File: src/rtl/seg7_scan_driver.sv
// Captures a binary count, converts it to BCD by shift-add-3 and scans it onto a 4-digit active-low 7-seg display.
// Latency: DATA_W+1 busy cycles per load, digits refresh on the next scan step; loads during busy are dropped.
module seg7_scan_driver #(
    parameter int DATA_W      = 8,
    parameter int REFRESH_DIV = 50000
) (
    input  logic              clk,
    input  logic              rst_n,
    input  logic [DATA_W-1:0] value,
    input  logic              ovf,
    input  logic              load,
    output logic              busy,
    output logic [6:0]        seg,
    output logic              dp,
    output logic [3:0]        an
);

    localparam int PW = (REFRESH_DIV > 2) ? $clog2(REFRESH_DIV) : 1;
    localparam int CW = $clog2(DATA_W);
    localparam logic [6:0] SEG_BLANK = 7'h7F;

    typedef enum logic [1:0] {IDLE, CONVERT, COMMIT} state_t;

    state_t            state_q, state_d;
    logic [DATA_W-1:0] shift_q, shift_d;
    logic [11:0]       bcd_q, bcd_d;
    logic [CW-1:0]     cnt_q, cnt_d;
    logic              ovf_pend_q, ovf_pend_d;
    logic [11:0]       disp_q, disp_d;
    logic              ovf_q, ovf_d;

    logic [PW-1:0]     presc_q;
    logic [1:0]        idx_q;
    logic              scan_step;
    logic [3:0]        an_d;
    logic [6:0]        seg_d;
    logic              dp_d;

    logic [11:0]          bcd_adj;
    logic [11+DATA_W:0]   cat;

    function automatic logic [6:0] seg7(input logic [3:0] d);
        case (d)
            4'd0:    seg7 = 7'b1000000;
            4'd1:    seg7 = 7'b1111001;
            4'd2:    seg7 = 7'b0100100;
            4'd3:    seg7 = 7'b0110000;
            4'd4:    seg7 = 7'b0011001;
            4'd5:    seg7 = 7'b0010010;
            4'd6:    seg7 = 7'b0000010;
            4'd7:    seg7 = 7'b1111000;
            4'd8:    seg7 = 7'b0000000;
            4'd9:    seg7 = 7'b0010000;
            default: seg7 = 7'b1111111;
        endcase
    endfunction

    assign busy = (state_q != IDLE);

    // Double-dabble step: correct each nibble before the shift so it carries as decimal.
    always_comb begin
        bcd_adj = bcd_q;
        for (int i = 0; i < 3; i++) begin
            if (bcd_q[i*4 +: 4] >= 4'd5)
                bcd_adj[i*4 +: 4] = bcd_q[i*4 +: 4] + 4'd3;
        end
        cat = {bcd_adj, shift_q} << 1;
    end

    always_comb begin
        state_d    = state_q;
        shift_d    = shift_q;
        bcd_d      = bcd_q;
        cnt_d      = cnt_q;
        ovf_pend_d = ovf_pend_q;
        disp_d     = disp_q;
        ovf_d      = ovf_q;
        case (state_q)
            IDLE: begin
                if (load) begin
                    shift_d    = value;
                    ovf_pend_d = ovf;
                    bcd_d      = '0;
                    cnt_d      = '0;
                    state_d    = CONVERT;
                end
            end
            CONVERT: begin
                bcd_d   = cat[11+DATA_W:DATA_W];
                shift_d = cat[DATA_W-1:0];
                cnt_d   = cnt_q + 1'b1;
                if (cnt_q == CW'(DATA_W - 1))
                    state_d = COMMIT;
            end
            COMMIT: begin
                disp_d  = bcd_q;
                ovf_d   = ovf_pend_q;
                state_d = IDLE;
            end
            default: state_d = IDLE;
        endcase
    end

    always_ff @(posedge clk or negedge rst_n) begin
        if (!rst_n) begin
            state_q    <= IDLE;
            shift_q    <= '0;
            bcd_q      <= '0;
            cnt_q      <= '0;
            ovf_pend_q <= 1'b0;
            disp_q     <= '0;
            ovf_q      <= 1'b0;
        end else begin
            state_q    <= state_d;
            shift_q    <= shift_d;
            bcd_q      <= bcd_d;
            cnt_q      <= cnt_d;
            ovf_pend_q <= ovf_pend_d;
            disp_q     <= disp_d;
            ovf_q      <= ovf_d;
        end
    end

    assign scan_step = (presc_q == PW'(REFRESH_DIV - 1));

    // Outputs latch the digit at the current index on each step, so the first step lights digit 0.
    always_comb begin
        an_d  = 4'b0111;
        seg_d = SEG_BLANK;
        dp_d  = 1'b1;
        case (idx_q)
            2'd0: begin
                an_d  = 4'b1110;
                seg_d = seg7(disp_q[3:0]);
                dp_d  = ~ovf_q;
            end
            2'd1: begin
                an_d  = 4'b1101;
                if (disp_q[11:8] != 4'd0 || disp_q[7:4] != 4'd0)
                    seg_d = seg7(disp_q[7:4]);
            end
            2'd2: begin
                an_d  = 4'b1011;
                if (disp_q[11:8] != 4'd0)
                    seg_d = seg7(disp_q[11:8]);
            end
            default: begin
                an_d  = 4'b0111;
                seg_d = SEG_BLANK;
            end
        endcase
    end

    always_ff @(posedge clk or negedge rst_n) begin
        if (!rst_n) begin
            presc_q <= '0;
            idx_q   <= '0;
            an      <= 4'hF;
            seg     <= SEG_BLANK;
            dp      <= 1'b1;
        end else if (scan_step) begin
            presc_q <= '0;
            idx_q   <= idx_q + 2'd1;
            an      <= an_d;
            seg     <= seg_d;
            dp      <= dp_d;
        end else begin
            presc_q <= presc_q + 1'b1;
        end
    end

endmodule

File: config.mk
export PLATFORM = sky130hd
export DESIGN_NAME = seg7_scan_driver
export DESIGN_NICKNAME = d
export VERILOG_FILES = /design/src/rtl/seg7_scan_driver.sv
export SDC_FILE = /design/constraint.sdc
export NUM_CORES = 1
export LEC_CHECK = 0
export BUFFER_PORTS_ARGS = -buffer_cell sky130_fd_sc_hd__buf_2
export CORE_UTILIZATION = 38
export DETAILED_ROUTE_END_ITERATION = 10
export GPL_ROUTABILITY_DRIVEN = 0
export HOLD_SLACK_MARGIN = 0.15
export PLACE_DENSITY = 0.58
export SYNTH_ARGS = -nofsm -noshare
export SYNTH_HDL_FRONTEND = slang
export SYNTH_SLANG_ARGS = --single-unit
File: constraint.sdc
create_clock -name clk -period 2.2 [get_ports clk]
set_clock_uncertainty 0.1 [all_clocks]
set_input_delay 0.11 -clock clk [delete_from_list [all_inputs] [get_ports clk]]
set_output_delay 0.11 -clock clk [all_outputs]
set_load 0.05 [all_outputs]
==> Implementation_results.wiki <==
{| class="wikitable"
! Metric !! Value
|-
| Final core utilization || 46.40%
|-
| Post-synthesis average cell area || 9.803 um^2
|-
| Amount of wire on met2 after detailed routing || 3.386 mm
|-
| Transition time of the tightest slew-check pin || 1076 ps
|-
| Unrepaired setup endpoints after global routing || no
|-
| Final nets || 488
|-
| Synth Area in Compound Gates || 16.62%
|-
| Area of the die || 10730 um^2
|-
| Total grt overflow || 0
|-
| Max-cap violation count || 0
|-
| First-iteration detailed-routing DRC count || 158
|-
| Synthesized flop and latch total || 69
|-
| Fraction of power consumed by sequential logic || 40.5%
|-
| Internal power summed over all cells || 2.952 mW
|-
| Horizontal extent of the die || 103.6 um
|-
| Delay-heaviest family, CP || simple AND/OR/NAND/NOR gates
|-
| Number of buffers added by the clock tree synthesis step || 9
|-
| Startpoint-to-endpoint class of the critical path || flip-flop to flip-flop
|-
| Source-to-sink clock delay at the later pin of the worst-skew pair || 340 ps
|-
| Cells traversed along the worst timing path || inv_1 -> ha_1 -> nor2b_1 -> or3b_2 -> a221oi_1 -> a31oi_1
|-
| DRC Markers || 0
|-
| Post-CTS setup buffer count || 0
|-
| Clock transition at path regs || 80 ps
|-
| Req. time, crit path || 2360 ps
|-
| Arrival time at the worst endpoint || 2110 ps
|-
| # diodes || 0
|-
| WL met1 || 3.725 mm
|-
| Setup Viol. Count Final || 0
|-
| Element type at the critical path end || flip-flop
|-
| Switching power || 1.709 mW
|-
| Clock power share || 21.8%
|-
| Power Density || 1014 nW/um^2
|-
| Worst hold slack after final layout || 211.4 ps
|-
| Synth Net Count || 444
|-
| Clock H-tree levels || 3
|-
| Cell with the largest stage delay on the worst path || sky130_fd_sc_hd__dfrtp_1
|-
| Distinct cell type count of the synthesized netlist || 48
|-
| Post-synth top flop || sky130_fd_sc_hd__dfrtp_1
|-
| Count of TritonRoute iterations in the first routing pass || 4
|-
| Filler cell count in the final layout || 958
|-
| Fraction of synthesized cell area in xor and xnor cells || 4.020%
|-
| Cells after synthesis || 400
|-
| Status || finished clean
|-
| Synth Area in Adders || 10.21%
|-
| Met3 wire len || 237 um
|-
| Worst min-delay path class || input port to async pin
|-
| P_leak || 2.017 nW
|-
| Switching power share of the total || 36.66%
|-
| Number of antenna violations at the first check in global routing || 0
|-
| Worst IR drop on VDD || 0.4946 mV
|-
| Via count of the first global-routing pass || 2897
|-
| Row Count || 36
|-
| Worst-case reg-to-reg path depth || 6
|-
| Detailed-placement wirelength estimate || 5.308 mm
|-
| Layout Area Growth over Synthesis || 17.26%
|-
| Crit path launch type || flip-flop
|-
| Achievable Freq || 513.1 MHz
|-
| Number of nets still failing antenna checks after routing || 0
|-
| Average vias per placed instance || 5.137
|-
| Worst reg2reg path startpoint || disp_q[9]$_DFFE_PN0N_
|-
| I/O pins || 25
|-
| Dominant combinational cell family by area after synthesis || simple AND/OR/NAND/NOR gates
|-
| CTS sink count || 69
|-
| Proportion of power drawn by combinational gates || 37.6%
|-
| Pins over their slew limit || 0
|-
| Clock period minus worst slack || 1949 ps
|-
| Clock tree from TritonCTS || done
|-
| GR Util All Layers || 15.06%
|-
| Share of cell area taken by muxes after synthesis || 3.893%
|-
| Fraction of final layout cells sized beyond drive strength 1 || 17.59%
|-
| Post-detailed-routing wire length || 7.571 mm
|-
| CP Buf/Inv Count || 1
|-
| Area of the multi-input gates || 2033 um^2
|-
| Final TNS setup || 0 ps
|-
| Final period util || 88.59%
|-
| Global-route wire length before repair || 13.31 mm
|-
| DIE HEIGHT || 103.6 um
|-
| Synthesized cell area || 3921 um^2
|-
| Post-detailed-route wirelength per cell || 13.01 um
|-
| Initial core utilization || 39.57%
|-
| Maximum number of pins on one net before global-route repair || 70
|-
| Buffer depth of the longest clock path || 2
|-
| Port-buffer cells || 24
|-
| Root buffer cell || sky130_fd_sc_hd__clkbuf_8
|-
| Top layer in use || met4
|-
| Total power consumption of the routed design || 4.661 mW
|-
| Number of synthesized flops with an enable pin || 0
|-
| Total via count after detailed routing || 2990
|-
| Post-synthesis share of cell area spent on and, or, nand and nor gates || 17.10%
|-
| Hold Violations, Final || 0
|-
| CP Max Fanout || 7
|-
| Sequential cell area || 1742 um^2
|-
| Slowest stage delay, CP || 450 ps
|-
| Post-synthesis sequential area ratio || 44.42%
|-
| Max transition margin || 28.15%
|-
| Worst flop-to-flop path endpoint || seg[1]$_DFFE_PN1N_
|-
| Share of flip-flops with an asynchronous set or reset after synthesis || 100.0%
|-
| R2R Setup Slk || 250 ps
|-
| Core Region || 9910 um^2
|-
| Count of warnings emitted by yosys || 0
|}
how the worst max path moves through the flow:
stage	from	to	slack (ps)	cells after the start
3_3_place_gp	disp_q[9]$_DFFE_PN0N_	seg[1]$_DFFE_PN1N_	310	6
4_1_cts	disp_q[9]$_DFFE_PN0N_	seg[1]$_DFFE_PN1N_	250	6
2_1_floorplan	disp_q[9]$_DFFE_PN0N_	seg[1]$_DFFE_PN1N_	400	6
6_report	disp_q[9]$_DFFE_PN0N_	seg[1]$_DFFE_PN1N_	250	6
3_5_place_dp	disp_q[9]$_DFFE_PN0N_	seg[1]$_DFFE_PN1N_	250	6
5_1_grt	disp_q[9]$_DFFE_PN0N_	seg[1]$_DFFE_PN1N_	140	6
worst register-to-register path, delay by kind of cell, from the launching register on:
family	cells	cell delay, ps
adder cells (fa/ha/maj)	1	240
AND/OR/NAND/NOR	2	610
flip-flops	1	450
buffers and inverters	1	110
AO/OA/AOI/OAI	2	380
final cells by class:
cell class / instances / area share [%]
Clock buffer: 10 / 2.776
Clock inverter: 6 / 1.415
Inverter: 17 / 1.388
Multi-Input combinational cell: 295 / 44.22
Sequential cell: 69 / 37.88
Tap cell: 133 / 3.619
Timing Repair Buffer: 52 / 8.707
repair_timing:
| action | 4_1_cts | 5_1_grt |
|---|---|---|
| hold endpoints to repair | 79 | 0 |
| resized for setup | 0 | 0 |
| hold buffers | 18 | 0 |
per-layer routing:
metal,track usage [%],vias to the layer above
met4,7.453,0
met3,2.706,16
met1,19.69,1416
met2,24.02,65
met5,0,-
li1,-,1493
per-stage QoR:
| step | cells | worst slack (ps) | instance area, um^2 |
|---|---|---|---|
| 2_1_floorplan | 400 | 396.7 | 3921 |
| 3_3_place_gp | 548 | 307.9 | 4225 |
| 3_5_place_dp | 548 | 250.3 | 4225 |
| 4_1_cts | 582 | 246.1 | 4598 |
| 5_1_grt | 582 | 136.2 | 4598 |
| 6_report | 582 | 251.0 | 4598 |
kinds of logic after synthesis:
kind of cell / after synthesis
AO/OA/AOI/OAI: 105
XOR/XNOR: 18
adder cells (fa/ha/maj): 32
buffers and inverters: 36
flip-flops: 69
multiplexers: 14
AND/OR/NAND/NOR: 126
sequential cells by signal, summed over array words and instances, names as in the netlist:
name and cells:
disp_q 12, ovf_q 1, presc_q 16, idx_q 2, state_q 2, cnt_q 3
ovf_pend_q 1, seg 7, bcd_q 12, dp 1, an 4, shift_q 8
placed cells by master, fill, tap and decap left out, drive strengths merged, types with 2 or more instances in the layout:
master / instances
dfstp: 12
and3: 2
nand3b: 2
nor2: 24
a21oi: 18
a22o: 4
nor3: 7
o21ai: 40
nand4: 3
nor4b: 2
xor2: 6
and4: 2
nand2b: 14
mux2: 10
a22oi: 9
inv: 17
o221ai: 2
a21o: 5
nand2: 32
or2: 2
xnor2: 12
buf: 34
o311a: 2
clkinv: 4
nand3: 9
and2: 4
dfrtp: 57
or3b: 2
or3: 3
a211oi: 3
mux2i: 4
clkbuf: 10
o31ai: 5
nor2b: 16
a31oi: 9
dlygate4sd3: 18
ha: 32
synthesized netlist by cell type (2+ instances only):
| library cell | count | area, um^2 |
|---|---|---|
| sky130_fd_sc_hd__dfrtp_1 | 57 | 1426 |
| sky130_fd_sc_hd__o21ai_0 | 40 | 200.2 |
| sky130_fd_sc_hd__ha_1 | 32 | 400.4 |
| sky130_fd_sc_hd__nand2_1 | 32 | 120.1 |
| sky130_fd_sc_hd__nor2_1 | 24 | 90.09 |
| sky130_fd_sc_hd__a21oi_1 | 18 | 90.09 |
| sky130_fd_sc_hd__inv_1 | 17 | 63.81 |
| sky130_fd_sc_hd__nor2b_1 | 16 | 100.1 |
| sky130_fd_sc_hd__clkbuf_1 | 14 | 52.55 |
| sky130_fd_sc_hd__nand2b_1 | 14 | 87.58 |
| sky130_fd_sc_hd__dfstp_2 | 12 | 315.3 |
| sky130_fd_sc_hd__xnor2_1 | 12 | 105.1 |
| sky130_fd_sc_hd__mux2_2 | 10 | 112.6 |
| sky130_fd_sc_hd__a22oi_1 | 9 | 67.56 |
| sky130_fd_sc_hd__a31oi_1 | 9 | 56.30 |
| sky130_fd_sc_hd__nand3_1 | 9 | 45.04 |
| sky130_fd_sc_hd__nor3_1 | 7 | 35.03 |
| sky130_fd_sc_hd__xor2_1 | 6 | 52.55 |
| sky130_fd_sc_hd__a21o_1 | 5 | 37.54 |
| sky130_fd_sc_hd__o31ai_1 | 5 | 37.54 |
| sky130_fd_sc_hd__a22o_1 | 4 | 35.03 |
| sky130_fd_sc_hd__and2_1 | 4 | 25.02 |
| sky130_fd_sc_hd__mux2i_1 | 4 | 40.04 |
| sky130_fd_sc_hd__a211oi_1 | 3 | 22.52 |
| sky130_fd_sc_hd__buf_2 | 3 | 15.01 |
| sky130_fd_sc_hd__or3_1 | 3 | 18.77 |
| sky130_fd_sc_hd__and3_1 | 2 | 12.51 |
| sky130_fd_sc_hd__and4_1 | 2 | 17.52 |
| sky130_fd_sc_hd__nand3b_1 | 2 | 15.01 |
| sky130_fd_sc_hd__nand4_1 | 2 | 12.51 |
| sky130_fd_sc_hd__nor4b_1 | 2 | 17.52 |
| sky130_fd_sc_hd__o221ai_1 | 2 | 17.52 |
| sky130_fd_sc_hd__o311a_1 | 2 | 20.02 |
| sky130_fd_sc_hd__or2_2 | 2 | 12.51 |
| sky130_fd_sc_hd__or3b_2 | 2 | 17.52 |
power groups by stage:
stage	clock (mW)	sequential (mW)	combinational [mW]
6_report	1.02	1.89	1.75
3_3_place_gp	0	1.90	1.67
5_1_grt	1.12	1.95	1.98
3_5_place_dp	0	1.91	1.70
2_1_floorplan	0	1.77	1.41
4_1_cts	1.06	1.89	1.77
Note: power is estimated with default switching activity, not from simulation.
